==> config.mk <==
export PLATFORM = sky130hd
export DESIGN_NAME = reciprocal_nr_refine
export DESIGN_NICKNAME = d
export VERILOG_FILES = /design/src/rtl/reciprocal_nr_refine.sv
export SDC_FILE = /design/constraint.sdc
export NUM_CORES = 1
export LEC_CHECK = 0
export CAP_MARGIN = 20
export CORE_MARGIN = 3
export CORE_UTILIZATION = 39
export CTS_CLUSTER_SIZE = 28
export DETAILED_ROUTE_END_ITERATION = 7
export PLACE_DENSITY_LB_ADDON = 0.25
export SYNTH_ARGS = -nofsm -noshare
export SYNTH_HDL_FRONTEND = slang
export SYNTH_SLANG_ARGS = --single-unit
==> constraint.sdc <==
create_clock -name i_clk -period 16.99 [get_ports i_clk]
set_input_delay 5.097 -clock i_clk [delete_from_list [all_inputs] [get_ports i_clk]]
set_output_delay 5.097 -clock i_clk [all_outputs]
set_load 0.01 [all_outputs]
==> src/rtl/reciprocal_nr_refine.sv <==
// Newton-Raphson refinement of a Q6.10 reciprocal seed: y <- y*(2 - x*y), ITERS times,
// sequenced over a single shared signed multiplier with valid/ready on both sides.
module reciprocal_nr_refine #(
  parameter int W     = 16,
  parameter int FRAC  = 10,
  parameter int ITERS = 2
) (
  input  logic                i_clk,
  input  logic                i_rst,
  input  logic                i_valid,
  output logic                o_ready,
  input  logic signed [W-1:0] i_x,
  input  logic signed [W-1:0] i_y0,
  output logic                o_valid,
  input  logic                i_ready,
  output logic        [W-1:0] o_data,
  output logic                o_dz,
  output logic                o_sat
);

  localparam logic [1:0] S_IDLE = 2'd0;
  localparam logic [1:0] S_MUL1 = 2'd1;
  localparam logic [1:0] S_MUL2 = 2'd2;
  localparam logic [1:0] S_DONE = 2'd3;

  localparam logic [W-1:0]          MAXV  = {1'b0, {(W-1){1'b1}}};
  localparam logic [W-1:0]          MINV  = {1'b1, {(W-1){1'b0}}};
  localparam logic signed [2*W-1:0] TWO_L = (2*W)'(2**(FRAC+1));
  localparam logic [2:0]            LAST  = 3'(ITERS-1);

  // Returns {clamped_flag, value} saturated to the signed W-bit range.
  function automatic logic [W:0] sat_w(input logic signed [2*W-1:0] v);
    logic [W:0] hi;
    hi = v[2*W-1:W-1];
    if (hi == '0 || hi == '1) sat_w = {1'b0, v[W-1:0]};
    else if (v[2*W-1])        sat_w = {1'b1, MINV};
    else                      sat_w = {1'b1, MAXV};
  endfunction

  // Returns {clamped_flag, value} clamped to [0, MAXV].
  function automatic logic [W:0] clamp_pos(input logic signed [2*W-1:0] v);
    if (v[2*W-1])                clamp_pos = {1'b1, {W{1'b0}}};
    else if (v[2*W-2:W-1] != '0) clamp_pos = {1'b1, MAXV};
    else                         clamp_pos = {1'b0, v[W-1:0]};
  endfunction

  logic [1:0]          state_q, state_d;
  logic [2:0]          cnt_q, cnt_d;
  logic signed [W-1:0] x_q, x_d, y_q, y_d, t_q, t_d;
  logic [W-1:0]        data_q, data_d;
  logic                dz_q, dz_d, sat_q, sat_d;

  logic signed [W-1:0]   mul_a;
  logic signed [2*W-1:0] prod, shifted, p_ext, diff;
  logic [W:0]            p_sat, t_sat, y_cl;

  // Shared multiplier: x*y in MUL1, y*t in MUL2.
  always_comb begin
    mul_a   = (state_q == S_MUL1) ? x_q : t_q;
    prod    = $signed({{W{mul_a[W-1]}}, mul_a}) * $signed({{W{y_q[W-1]}}, y_q});
    shifted = prod >>> FRAC;
    p_sat   = sat_w(shifted);
    p_ext   = {{W{p_sat[W-1]}}, p_sat[W-1:0]};
    diff    = TWO_L - p_ext;
    t_sat   = sat_w(diff);
    y_cl    = clamp_pos(shifted);
  end

  always_comb begin
    state_d = state_q;
    cnt_d   = cnt_q;
    x_d     = x_q;
    y_d     = y_q;
    t_d     = t_q;
    data_d  = data_q;
    dz_d    = dz_q;
    sat_d   = sat_q;
    case (state_q)
      S_IDLE: begin
        if (i_valid) begin
          x_d   = i_x;
          y_d   = i_y0;
          cnt_d = 3'd0;
          dz_d  = 1'b0;
          sat_d = 1'b0;
          if (i_x == '0) begin
            data_d  = MAXV;
            dz_d    = 1'b1;
            state_d = S_DONE;
          end else if (i_x[W-1] || i_y0[W-1]) begin
            data_d  = '0;
            sat_d   = 1'b1;
            state_d = S_DONE;
          end else begin
            state_d = S_MUL1;
          end
        end
      end
      S_MUL1: begin
        t_d     = t_sat[W-1:0];
        sat_d   = sat_q | p_sat[W] | t_sat[W];
        state_d = S_MUL2;
      end
      S_MUL2: begin
        y_d   = y_cl[W-1:0];
        sat_d = sat_q | y_cl[W];
        if (cnt_q == LAST) begin
          data_d  = y_cl[W-1:0];
          state_d = S_DONE;
        end else begin
          cnt_d   = cnt_q + 3'd1;
          state_d = S_MUL1;
        end
      end
      default: begin
        if (i_ready) state_d = S_IDLE;
      end
    endcase
  end

  always_ff @(posedge i_clk) begin
    if (i_rst) begin
      state_q <= S_IDLE;
      cnt_q   <= 3'd0;
      data_q  <= '0;
      dz_q    <= 1'b0;
      sat_q   <= 1'b0;
    end else begin
      state_q <= state_d;
      cnt_q   <= cnt_d;
      data_q  <= data_d;
      dz_q    <= dz_d;
      sat_q   <= sat_d;
    end
  end

  // Operand and iterate registers carry no reset; they are reloaded on every accept.
  always_ff @(posedge i_clk) begin
    x_q <= x_d;
    y_q <= y_d;
    t_q <= t_d;
  end

  assign o_ready = (state_q == S_IDLE) && !i_rst;
  assign o_valid = (state_q == S_DONE);
  assign o_data  = data_q;
  assign o_dz    = dz_q;
  assign o_sat   = sat_q;

endmodule

==> qor.csv <==
metric,value,unit
status,"complete, no violations",
first-pass GRT wire length,58.86,mm
syn avg cell area,9.146,um2
post_cts resized,0,
vias,10626,
CTS Hold Bufs,0,
post-CTS setup buffer count,0,
Seq cells post-synth,71,
Final Net Count,1925,
Die X,195.7,um
IO Pins,56,
WL/cell,17.70,um
WP data arrival,6.40,ns
Synth Instances,1534,
"EDFF count, synth",48,
clk_skew,0.009676,ns
Core Area,34970,um2
Async SR Flop Fraction,0,
critical path buffer and inverter count,3,
Fin Setup TNS,0,ns
Min Hold Slack,0.4752,ns
critical path endpoint category,output pin,
CTS max path bufs,2,
ys flop type,edfxtp_1,
All-Layer GR Usage,0.1899,
final hold vios,0,
Row Count,68,
most frequent CP cell,clkdlybuf4s50_1,
CP max stage cell,clkdlybuf4s50_1,
die height,195.7,um
CTS tree,built,
total of max-cap violations,0,
f_max,86.95,MHz
Mapped Area,14030,um2
Final Max Tran Viols,0,
CP required,11.89,ns
Worst-path clk slew,0.06,ns
Initial Util,0.4012,
layout cells sized above 1,0.03946,
clk root buf,clkbuf_16,
final instance area,15240,um2
die area,38280,um2
port bufs,55,
syn_nets,1918,
hold crit path type,register to register,
"most common cell after layout, fill and taps aside",inv_1,
gpl congestion,0.9211,
Area Growth Syn to Fin,8.597,%
flop2flop setup slack,6.63,ns
unrepaired setup endpoints after global routing,no,
Critical Path Max Stage Delay,0.55,ns
DRT Pass-1 Iters,5,
CP Cell Sequence,"clkdlybuf4s50_1, buf_4, nor2b_1, clkdlybuf4s50_1",
hpwl dp,28.65,mm
synth warn,0,
largest net degree at the start of global routing,36,
crit path max fanout,25,
relative slew slack,0.3372,
vias in the first global route,11069,
# setup viols final,0,
Setup Crit Path Kind,input pin to output pin,
htree depth,3,
"Seq/Total Area, Yosys",0.1356,
Inserted Clock Buffers,9,
vias per cell,5.310,
ANT cells,0,
fin crit share,0.6769,
final WL,35.41,mm
DRC viols,0,
worst slew pin tran,0.9942,ns
gr ovfl total,0,
Detail Route Antenna Nets,0,
drt initial violations,670,
Clock Latency Late Sink,0.34,ns
initial antenna violation count,0,
Netlist cell types,69,
clock net sink count,71,
Worst setup SP type,input pin,
CP top delay family,buffers and inverters,
Placement Cell Area,14930,um2
min cycle time layout,11.50,ns
most frequent cells in the layout,"312 x inv_1, 261 x fa_1, 171 x nand2_1",
## per-layer routing
metal / up-vias / wire, um / GRT usage
met4: 0 / 554 / 0.03591
met1: 5449 / 16610 / 0.2774
met3: 41 / 1366 / 0.01563
li1: 4902 / - / -
met5: - / 0 / 0
met2: 234 / 16880 / 0.3135
## stage by stage
stage	std cells	worst slack, ns	util
after floorplan	1534	6.461	-
final	2001	5.490	0.4357
after global placement	1983	5.487	0.4270
after global routing	2001	5.427	0.4357
after CTS	1999	5.493	0.4351
after detailed placement	1983	5.507	0.4270
## cell usage after synthesis, types with 27 or more instances
library cell | count | area share
clkbuf_1 | 60 | 0.016
fa_1 | 261 | 0.37
nand2_1 | 171 | 0.046
inv_1 | 312 | 0.083
nor2_1 | 58 | 0.016
and2_1 | 124 | 0.055
o21ai_0 | 55 | 0.020
edfxtp_1 | 48 | 0.10
a211oi_1 | 27 | 0.014
ha_1 | 87 | 0.078
a21oi_1 | 53 | 0.019
## state kept, by name, summed over array words and instances, names as in the netlist
signal and count:
o_data 16, t_q 16, x_q 16, y_q 16, cnt_q 3, state_q 2, o_dz 1, o_sat 1
## layout make-up
| cell class | count | area [um2] |
|---|---|---|
| clock buffer | 9 | 225.2 |
| tap | 455 | 569.3 |
| inverter | 312 | 1171 |
| sequential | 71 | 1902 |
| timing repair buffer | 59 | 588.1 |
| multi-input combinational | 1088 | 10720 |
| fill | 3431 | 19730 |
| clock inverter | 7 | 56.30 |
## cells by family (layout without fill, tap and decap cells)
logic type      Yosys count  after routing  share of synthesized area
xor+xnor                 31             31                    0.01935
flops                    71             71                     0.1356
mux                      24             24                    0.01873
simple gates            456            456                     0.1639
buf+inv                 375            387                     0.1007
compound gates          229            229                     0.1117
fa+ha+maj               348            348                     0.4500
## final timing paths
path	end	depth (start not counted)	start
worst min-delay path	o_data[15]	1	o_data[15]
worst max register to register	t_q[11]	30	state_q[1]
worst min register to register	o_data[15]	1	o_data[15]
worst max-delay path	o_ready	4	i_rst
Power is left out: the tool's default activity adds up to more than one toggle a clock period on the data nets, which glitch-free logic cannot reach.
